$ cat src/rtl/mcu_spi_link_pkg.sv
// Shared constants for the MCU link: target IDs and HID command codes.
// No logic; the helper below is a saturating byte counter increment.
package mcu_link_pkg;

    localparam logic [7:0] TGT_HID  = 8'h01;
    localparam logic [7:0] TGT_LOOP = 8'hFF;

    localparam logic [7:0] CMD_STATUS  = 8'd0;
    localparam logic [7:0] CMD_KBD     = 8'd1;
    localparam logic [7:0] CMD_MOUSE   = 8'd2;
    localparam logic [7:0] CMD_JOY_IN  = 8'd3;
    localparam logic [7:0] CMD_JOY_OUT = 8'd4;

    function automatic logic [7:0] sat_inc(input logic [7:0] v);
        return (v == 8'hFF) ? v : v + 8'd1;
    endfunction

endpackage

$ cat src/rtl/mcu_spi_link_sync_edge.sv
// Purpose: 2-FF synchronizer for an async pin plus registered rise/fall pulses.
// Latency: pulses appear 3 clk edges after the pin changes.
// Backpressure: none; pins are free-running.
module sync_edge #(
    parameter logic IDLE = 1'b0
) (
    input  logic clk,
    input  logic reset,
    input  logic din,
    output logic sync,
    output logic rise,
    output logic fall
);

    logic s1, s2, s3;

    always_ff @(posedge clk or posedge reset) begin
        if (reset) begin
            s1   <= IDLE;
            s2   <= IDLE;
            s3   <= IDLE;
            rise <= 1'b0;
            fall <= 1'b0;
        end else begin
            s1   <= din;
            s2   <= s1;
            s3   <= s2;
            rise <= s2 & ~s3;
            fall <= ~s2 & s3;
        end
    end

    assign sync = s2;

endmodule

$ cat src/rtl/mcu_spi_link.sv
// Purpose: mode-0 SPI slave deframing target+payload bytes to the HID handler; MCU_SPI_LOOPBACK_EN adds target 8'hFF echo.
// Latency: pin SCLK rise to data_in_strobe is 4 clk edges; MISO returns the response one byte behind.
// Backpressure: none; the MCU must keep SCLK half-period >= MIN_HALF clk cycles.
module mcu_spi_link
    import mcu_link_pkg::*;
#(
    parameter logic [7:0] TARGET_HID = TGT_HID,
    parameter int         MIN_HALF   = 8
) (
    input  logic       clk,
    input  logic       reset,
    input  logic       spi_cs_n,
    input  logic       spi_sclk,
    input  logic       spi_mosi,
    output logic       spi_miso,
    output logic       spi_miso_oe,
    output logic       data_in_strobe,
    output logic       data_in_start,
    output logic [7:0] data_in,
    input  logic [7:0] data_out,
    output logic       frame_active,
    output logic [7:0] byte_count
);

    logic       cs_lvl, cs_rise, cs_fall;
    logic       sclk_lvl, sclk_rise, sclk_fall;
    logic       mosi_s1, mosi_s2;
    logic [1:0] settle;
    logic       armed, active;
    logic [7:0] target, rx_shift, tx_shift, next_tx, rx_byte;
    logic [2:0] bit_cnt;
    logic [7:0] half_cnt;
    logic       is_hid;
`ifdef MCU_SPI_LOOPBACK_EN
    logic [7:0] loop_byte;
`endif

    sync_edge #(.IDLE(1'b1)) u_cs (
        .clk(clk), .reset(reset), .din(spi_cs_n),
        .sync(cs_lvl), .rise(cs_rise), .fall(cs_fall)
    );

    sync_edge #(.IDLE(1'b0)) u_sclk (
        .clk(clk), .reset(reset), .din(spi_sclk),
        .sync(sclk_lvl), .rise(sclk_rise), .fall(sclk_fall)
    );

    assign rx_byte = {rx_shift[6:0], mosi_s2};
    assign is_hid  = (target == TARGET_HID);

    always_comb begin
        next_tx = 8'h00;
        if (is_hid) begin
            next_tx = data_out;
        end
`ifdef MCU_SPI_LOOPBACK_EN
        else if (target == TGT_LOOP) begin
            next_tx = loop_byte;
        end
`endif
    end

    // A frame is only accepted once cs_n has been seen high after reset, so a
    // reset that lands mid-frame ignores the rest of that frame.
    always_ff @(posedge clk or posedge reset) begin
        if (reset) begin
            mosi_s1        <= 1'b0;
            mosi_s2        <= 1'b0;
            settle         <= 2'd0;
            armed          <= 1'b0;
            active         <= 1'b0;
            target         <= 8'h00;
            rx_shift       <= 8'h00;
            tx_shift       <= 8'h00;
            bit_cnt        <= 3'd0;
            byte_count     <= 8'h00;
            data_in_strobe <= 1'b0;
            data_in_start  <= 1'b0;
            data_in        <= 8'h00;
`ifdef MCU_SPI_LOOPBACK_EN
            loop_byte      <= 8'h00;
`endif
        end else begin
            mosi_s1        <= spi_mosi;
            mosi_s2        <= mosi_s1;
            data_in_strobe <= 1'b0;
            data_in_start  <= 1'b0;
            if (settle != 2'd3) begin
                settle <= settle + 2'd1;
            end else if (cs_lvl) begin
                armed <= 1'b1;
            end

            if (cs_rise) begin
                active  <= 1'b0;
                target  <= 8'h00;
                bit_cnt <= 3'd0;
            end else if (cs_fall && armed) begin
                active     <= 1'b1;
                bit_cnt    <= 3'd0;
                byte_count <= 8'h00;
                target     <= 8'h00;
                rx_shift   <= 8'h00;
                tx_shift   <= 8'h00;
`ifdef MCU_SPI_LOOPBACK_EN
                loop_byte  <= 8'h00;
`endif
            end else if (active) begin
                if (sclk_rise) begin
                    rx_shift <= rx_byte;
                    bit_cnt  <= bit_cnt + 3'd1;
                    if (bit_cnt == 3'd7) begin
                        byte_count <= sat_inc(byte_count);
                        if (byte_count == 8'd0) begin
                            target <= rx_byte;
                        end else begin
`ifdef MCU_SPI_LOOPBACK_EN
                            loop_byte <= rx_byte;
`endif
                            if (is_hid) begin
                                data_in_strobe <= 1'b1;
                                data_in_start  <= (byte_count == 8'd1);
                                data_in        <= rx_byte;
                            end
                        end
                    end
                end
                if (sclk_fall) begin
                    if (bit_cnt == 3'd0) begin
                        tx_shift <= next_tx;
                    end else begin
                        tx_shift <= {tx_shift[6:0], 1'b0};
                    end
                end
            end
        end
    end

    always_ff @(posedge clk or posedge reset) begin
        if (reset) begin
            half_cnt <= 8'h00;
        end else if (sclk_rise || sclk_fall) begin
            half_cnt <= 8'h00;
        end else if (half_cnt != 8'hFF) begin
            half_cnt <= half_cnt + 8'd1;
        end
    end

    assign spi_miso     = active & tx_shift[7];
    assign spi_miso_oe  = active;
    assign frame_active = active;

    // The first edge of a frame has no preceding edge to measure from.
    a_min_half: assert property (@(posedge clk) disable iff (reset)
        (active && (sclk_rise || sclk_fall) && (bit_cnt != 3'd0 || byte_count != 8'd0))
            |-> (half_cnt >= 8'(MIN_HALF - 1)));

    a_mode0_idle: assert property (@(posedge clk) disable iff (reset)
        (cs_fall && armed && !active) |-> !sclk_lvl);

endmodule

$ cat config.mk
export PLATFORM = sky130hd
export DESIGN_NAME = mcu_spi_link
export DESIGN_NICKNAME = d
export VERILOG_FILES = /design/src/rtl/mcu_spi_link_pkg.sv /design/src/rtl/mcu_spi_link_sync_edge.sv /design/src/rtl/mcu_spi_link.sv
export SDC_FILE = /design/constraint.sdc
export NUM_CORES = 1
export LEC_CHECK = 0
export ABC_AREA = 0
export CAP_MARGIN = 20
export CORE_MARGIN = 8
export CORE_UTILIZATION = 54
export DETAILED_ROUTE_END_ITERATION = 8
export GPL_ROUTABILITY_DRIVEN = 0
export PLACE_DENSITY_LB_ADDON = 0.2
export SYNTH_ARGS = -nofsm -noshare
export SYNTH_HDL_FRONTEND = slang
export SYNTH_SLANG_ARGS = --single-unit
$ cat constraint.sdc
create_clock -name clk -period 2.25 [get_ports clk]
set_input_delay 0.3375 -clock clk [delete_from_list [all_inputs] [get_ports clk]]
set_output_delay 0.3375 -clock clk [all_outputs]
set_load 0.01 [all_outputs]
==> metrics.sh, run 1 <==
RUN_STATUS='finished, final reports clean'
R2R_SLACK_NS=0.27
SYNTHESIS.INSTANCES=196
REGISTER_AREA_SHARE_AFTER_SYNTHESIS_PCT=59.9
IOPINCOUNT=34
CTS_TREE='done'
TIMING.HOLD.WORST.CLASS='flop to flop'
SYNTH.YOSYS.WARNINGS=0
HOLDBUFCOUNTCTS=0
CRITICAL_PATH_CLASS='flop to flop'
FLOORPLAN.INITIALDENSITY_PCT=54.6
DRIVE_GT1_SHARE_PCT=15.2
PLACEMENT.SETUP.WORST_SLACK_NS=0.125
INITIAL_ANTENNA_VIOLATION_COUNT=0
CRIT_BUF_INV=0
SYNTH_ASYNC_SR_FLOP_SHARE_PCT=100
DRC_ERRORS=0
MAX_SLEW.WORST_PIN.SLEW_NS=0.897
BIGGEST_AREA_CONTRIBUTORS_IN_THE_SYNTHESIZED_NETLIST='sky130_fd_sc_hd__dfrtp_1 (57%), sky130_fd_sc_hd__a22o_1 (5.2%), sky130_fd_sc_hd__mux2_4 (4.8%), sky130_fd_sc_hd__ha_1 (3.5%), sky130_fd_sc_hd__dfstp_2 (3.1%)'
MAX-CAP-VIOLATIONS=0
FINALSETUPVIOLCOUNT=0
GRT_REMAINING_OVERFLOW=0
WORST_IR_DROP_VDD_mV=0.480
SYNTH_FF_TYPE='sky130_fd_sc_hd__dfrtp_1'
NNETSFINAL=258
GRT_START_MAX_NET_PINS=61
SETUP.WORST_PATH.START_CLASS='flop'
CTS-BUFFERS-INSERTED=9
SEQUENCE_OF_CELLS_ON_THE_CRITICAL_PATH='nor4_1 > and3_1 > a41oi_1 > a22o_1'
PLACED_CELLS=281
CLK_PIN_SLEW_NS=0.07
CTS-RESIZED-GATES=0
DRTITER0DRC=75
CP_DATA_REQUIRED_TIME_NS=2.47
UNIQUE_MASTERS_POST_SYNTH=40
CPMAXSTAGEDELAYCELL='sky130_fd_sc_hd__nor4_1'
PLACED_CELL_AREA_UM2=2910
SYNTH_NETS=216
NUMPORTBUFFERS=33
NUM_VIAS=1684
FMAXACHIEVABLE_MHz=506
GRT_PASS1_VIAS=1701
DRTANTENNAVIOLNETS=0
CTS.PATH.MAX_BUFFERS=2
CRIT_FAMILY='compound AO/OA/AOI/OAI gates'
GRT.TOTAL_USAGE_PCT=14.2
SLEW_HEADROOM_PCT=39.3
CTS.ROOT.BUFFER_CELL='sky130_fd_sc_hd__clkbuf_8'
CORE_AREA_UM2=4600
POST-CTS-SETUP-BUFFER-COUNT=0
SYNTH_ENABLE_FLOP_CELLS=0
FF2FF_PATH_DEPTH=4
DRT-PASS1-ITER-COUNT=5
CLOCK_TREE.HTREE_LEVEL_COUNT=3
DIE_H_UM=84.2
SYNTH_LARGEST_AREA_CELL='sky130_fd_sc_hd__dfrtp_1'
WORST_SKEW_PAIR.LATE_LATENCY_NS=0.33
TIMING_HOLD_VIOLATIONS_FINAL=0
CRIT_PATH_MAX_INCR_DELAY_NS=0.43
CRITICAL_PATH.REG2REG.STARTPOINT='byte_count[5]'
WORSTPATHMAXFANOUT=8
PWRDENS_nW_PER_UM2=700
WL_PER_CELL_UM=15.9
DIE_AREA_UM2=7090
MAPPEDNETLISTAREA_UM2=2510
SYNTH-SEQ-CELLS=60
SYNTH_TOP_AREA_SHARE_PCT=56.8
CTS_NUM_SINKS=60
LEAKAGE_nW=1.42
CRITICAL_PATH.ENDPOINT_TYPE='flop'
MULTI_INPUT_LOGIC_AREA_UM2=950
WORST_SETUP_PATH_STARTPOINT='byte_count[5]'
SETUP_SLACK_NS=0.272
FINAL_COUNT_OF_PINS_VIOLATING_MAX_SLEW=0
TIMING.FINAL.CRIT_SHARE_PCT=87.9
SYNTHESIS.AREA_PER_INSTANCE_UM2=12.8
LAYOUTNONFILLERINSTCOUNT=297
LAYOUT.FILLER_CELLS=349
REGISTER_AREA_UM2=1510
CP-ENDPOINT='target[2]'
DESIGN_AREA_UM2=3110
HPWL_UM=3270
FINALWIRELENGTH_UM=4730
TOTALPOWERFINAL_mW=2.18
LAYOUT_MIN_CYCLE_TIME_NS=1.98
WORST_CLOCK_SKEW_NS=0.0127
ARRIVAL_NS=2.20
DIE_WIDTH_UM=84.2
GRT_PASS1_WL_UM=8080
R2R_END='target[2]'
FINALSETUPTNS_NS=0
CORE.ROWCOUNT=25
ANTENNA_CELLS_INSERTED=0
P_R_AREA_GROWTH_VS_SYN_PCT=23.9
DRT-VIAS-PER-INSTANCE=5.67
CRITICAL_PATH_DEPTH=4
SETUP_REPAIR_AFTER_GLOBAL_ROUTING_MISSED_ITS_MARGIN='false'
cells by family (layout without fill, tap and decap cells):
| family | after synthesis | after routing | synth area share [%] |
|---|---|---|---|
| flops | 60 | 60 | 59.9 |
| simple gates | 60 | 60 | 13.5 |
| compound gates | 42 | 42 | 13.7 |
| buf+inv | 13 | 60 | 2.44 |
| mux | 9 | 9 | 5.23 |
| fa+ha+maj | 7 | 7 | 3.49 |
| xor+xnor | 5 | 5 | 1.74 |
worst min path at each step:
stage          startpoint          end  slack [ns]  depth (start not counted)
3_5_place_dp    u_sclk.s1  u_sclk.sync        0.34                          0
6_report        u_sclk.s1  u_sclk.sync        0.35                          0
5_1_grt           u_cs.s1    u_cs.sync        0.35                          0
4_1_cts         u_sclk.s1  u_sclk.sync        0.36                          0
3_3_place_gp      mosi_s1      mosi_s2        0.34                          0
2_1_floorplan     mosi_s1      mosi_s2        0.33                          0
layer usage:
metal  up-vias  GRT usage, %  part of all wire (%)
met5         -             0                     0
met4         0          7.38                   1.8
met3        13          4.16                   4.2
met2        33          22.3                    50
met1       842          17.1                    44
li1        796             -                     -
flip-flops by register name, summed over array words and instances, names as in the netlist:
| signal | flops |
|---|---|
| data_in | 8 |
| u_sclk.rise | 1 |
| u_sclk.sync | 1 |
| u_cs.s1 | 1 |
| u_sclk.s1 | 1 |
| u_cs.fall | 1 |
| armed | 1 |
| u_cs.sync | 1 |
| target | 8 |
| u_sclk.fall | 1 |
| tx_shift | 8 |
| byte_count | 8 |
| u_cs.s3 | 1 |
| rx_shift | 7 |
| u_cs.rise | 1 |
| data_in_start | 1 |
| frame_active | 1 |
| settle | 2 |
| mosi_s1 | 1 |
| bit_cnt | 3 |
| u_sclk.s3 | 1 |
| mosi_s2 | 1 |
| data_in_strobe | 1 |
cells in the mapped netlist (all sizes together) (5+ instances only):
cell type,number
a221o,7
a22o,15
and2,10
dfrtp,57
ha,7
inv,8
mux2,9
nand2,11
nand3,8
nor2,11
xnor2,5
where the power goes:
group / switching [mW] / internal [mW] / total, mW
clock network: 0.407 / 0.541 / 0.947
registers: 0.0149 / 1.10 / 1.11
logic: 0.0662 / 0.0504 / 0.117
metrics by stage:
step	util [%]	hold WS [ns]
3_3_place_gp	63.3	0.335
3_5_place_dp	63.3	0.340
5_1_grt	67.7	0.350
6_report	67.7	0.351
2_1_floorplan	-	0.331
4_1_cts	67.6	0.356
layout by cell type (no fill, tap or decap), types with 8 or more instances in the layout:
master and instances:
sky130_fd_sc_hd__dfrtp_1 57, sky130_fd_sc_hd__clkdlybuf4s50_1 33, sky130_fd_sc_hd__a22o_1 15, sky130_fd_sc_hd__nor2_1 11, sky130_fd_sc_hd__nand2_1 11, sky130_fd_sc_hd__and2_1 10, sky130_fd_sc_hd__clkbuf_8 10, sky130_fd_sc_hd__nand3_1 8
sky130_fd_sc_hd__mux2_4 8
layout make-up:
cell class / instances / share of cell area [%]
clock inverter: 4 / 1.57
sequential: 60 / 48.4
multi-input combinational: 123 / 30.5
inverter: 8 / 0.965
timing repair buffer: 36 / 11.7
clock buffer: 12 / 4.66
tap: 54 / 2.17
Note: power is estimated with default switching activity, not from simulation.
==> inputs of run 2 (changes only) <==
- CORE_MARGIN: 8 -> default
==> run 2 against run 1 <==
- clock power is 9% higher
- global-route usage rose by 7.3 points
- core utilization up 3.1 points
- non-clock buffer count unchanged
- critical path depth is 2 higher
- design area is 0.36% higher
- total power rose by 3.9%
- combinational power is essentially flat
- sequential share of layout area decreased by 0.17 points
- critical endpoint is now data_in[0]
- largest power group unchanged
==> metrics.sh, run 2 (synthesis results as in run 1) <==
USE_MET3_PCT=4.33
CP-ENDPOINT='data_in[0]'
DRT-PASS1-ITER-COUNT=4
GRT_REMAINING_OVERFLOW=0
LAYOUT_MIN_CYCLE_TIME_NS=1.98
SEQUENCE_OF_CELLS_ON_THE_CRITICAL_PATH='ha_1 > ha_1 > nand3_1 > or2_0 > or3_4 > mux2_4'
INITIAL_ANTENNA_VIOLATION_COUNT=0
DRTITER0DRC=67
ARRIVAL_NS=2.21
CORE.ROWCOUNT=24
MAX-CAP-VIOLATIONS=0
CRITICAL_PATH.ENDPOINT_TYPE='flop'
HOLDBUFCOUNTCTS=0
DRC_ERRORS=0
POST-CTS-SETUP-BUFFER-COUNT=0
FLOORPLAN.INITIALDENSITY_PCT=56.9
CLOCK_TREE.HTREE_LEVEL_COUNT=3
FINAL_COUNT_OF_PINS_VIOLATING_MAX_SLEW=0
CRITICAL_PATH_DEPTH=6
GRT_START_MAX_NET_PINS=32
CLK_PIN_SLEW_NS=0.07
USE_MET2_PCT=33.2
TIMING.HOLD.WORST.CLASS='flop to flop'
TIMING.FINAL.CRIT_SHARE_PCT=88.1
CTS-RESIZED-GATES=0
CRITICAL_PATH.REG2REG.STARTPOINT='bit_cnt[1]'
R2R_END='data_in[0]'
R2R_SLACK_NS=0.27
CTS_NUM_SINKS=60
WORST_SKEW_PAIR.LATE_LATENCY_NS=0.34
DIE_H_UM=70.2
CTS.ROOT.BUFFER_CELL='sky130_fd_sc_hd__clkbuf_8'
WORST_CLOCK_SKEW_NS=0.00719
P_R_AREA_GROWTH_VS_SYN_PCT=24.4
DRT-VIAS-PER-INSTANCE=5.70
TIMING_HOLD_VIOLATIONS_FINAL=0
GRT_PASS1_VIAS=1716
LAYOUT.FILLER_CELLS=301
ANTENNA_CELLS_INSERTED=0
FINALSETUPTNS_NS=0
CRIT_BUF_INV=0
LEAKAGE_nW=1.43
CPMAXSTAGEDELAYCELL='sky130_fd_sc_hd__or3_4'
GRT-BUSIEST-LAYER='met2'
CORE_AREA_UM2=4410
CP_DATA_REQUIRED_TIME_NS=2.48
NNETSFINAL=258
CTS.PATH.MAX_BUFFERS=2
CTS-BUFFERS-INSERTED=9
IOPINCOUNT=34
MAX_SLEW.WORST_PIN.SLEW_NS=0.887
RUN_STATUS='finished, final reports clean'
SETUP_SLACK_NS=0.267
CTS_TREE='done'
PLACEMENT.SETUP.WORST_SLACK_NS=0.123
DRIVE_GT1_SHARE_PCT=16.0
HPWL_UM=3230
WL_PER_CELL_UM=15.6
WORST_IR_DROP_VDD_mV=0.474
PWRDENS_nW_PER_UM2=725
SETUP.WORST_PATH.START_CLASS='flop'
WORST_SETUP_PATH_STARTPOINT='bit_cnt[1]'
NUM_VIAS=1682
SETUP_REPAIR_AFTER_GLOBAL_ROUTING_MISSED_ITS_MARGIN='false'
DIE_AREA_UM2=4930
FINALWIRELENGTH_UM=4610
GRT.TOTAL_USAGE_PCT=21.4
LAYOUT.CELLS.MOST_COMMON='sky130_fd_sc_hd__dfrtp_1'
GRT.MET1_USAGE_PCT=28.3
CRIT_FAMILY='simple AND/OR/NAND/NOR gates'
DRTANTENNAVIOLNETS=0
TOTALPOWERFINAL_mW=2.26
FMAXACHIEVABLE_MHz=504
CRITICAL_PATH_CLASS='flop to flop'
MOST_FREQUENT_CELLS_IN_THE_LAYOUT='sky130_fd_sc_hd__dfrtp_1 (57), sky130_fd_sc_hd__clkdlybuf4s50_1 (33), sky130_fd_sc_hd__a22o_1 (15), sky130_fd_sc_hd__clkbuf_8 (12)'
FINALSETUPVIOLCOUNT=0
CP_COMMON_CELL='sky130_fd_sc_hd__ha_1'
FF2FF_PATH_DEPTH=6
DIE_WIDTH_UM=70.2
WORSTPATHMAXFANOUT=8
NUMPORTBUFFERS=33
GRT_PASS1_WL_UM=8080
SLEW_HEADROOM_PCT=40.1
CRIT_PATH_MAX_INCR_DELAY_NS=0.49
## run 2: cell types whose count changed in the layout (fill, tap and decap cells not counted), sizes merged
cell,delta
clkinv,-2
inv,+1
clkinvlp,+1
## run 2: layout make-up
| cell class | count | area, um2 | area share [%] |
|---|---|---|---|
| flip-flops and latches | 60 | 1510 | 48.2 |
| well taps | 52 | 65.1 | 2.08 |
| inverters | 8 | 30.0 | 0.962 |
| repair buffers | 36 | 353 | 11.3 |
| multi-input cells | 123 | 950 | 30.4 |
| clock inverters | 4 | 55.1 | 1.76 |
| clock buffers | 12 | 165 | 5.29 |
## run 2: worst min-delay path by stage
stage                     end  slack (ns)  cells after the start     from
finish                mosi_s2        0.35                      0  mosi_s1
detailed placement    mosi_s2        0.34                      0  mosi_s1
global route        u_cs.sync        0.36                      0  u_cs.s1
floorplan             mosi_s2        0.33                      0  mosi_s1
CTS                   mosi_s2        0.36                      0  mosi_s1
global placement      mosi_s2        0.33                      0  mosi_s1
## run 2: per-stage QoR
step	cells	area (um2)	hold slack [ns]	utilization, %
detailed placement	279	2900	0.339	65.6
finish	295	3120	0.353	70.7
global route	295	3120	0.360	70.7
floorplan	196	2510	0.331	-
global placement	279	2900	0.332	65.6
CTS	295	3120	0.355	70.6
## run 2: where the power goes
group	internal [mW]	total (mW)	switching, mW	leakage, nW
clock	0.607	1.03	0.426	0.109
sequential	1.10	1.11	0.0154	0.794
combinational	0.0493	0.115	0.0657	0.523
total	1.76	2.26	0.507	1.43
## run 2: per-layer routing
layer  vias to the layer above  part of all wire [%]
met2                        40                    47
met4                         0                   2.2
met5                         -                     0
met3                         9                   3.3
met1                       837                    47
li1                        796                     -
## run 2: worst reg2reg max path, stage by stage (launching register included)
cell and delay, ns:
sky130_fd_sc_hd__dfrtp_1 0.37, sky130_fd_sc_hd__ha_1 0.16, sky130_fd_sc_hd__ha_1 0.18, sky130_fd_sc_hd__nand3_1 0.10
sky130_fd_sc_hd__or2_0 0.25, sky130_fd_sc_hd__or3_4 0.49, sky130_fd_sc_hd__mux2_4 0.33
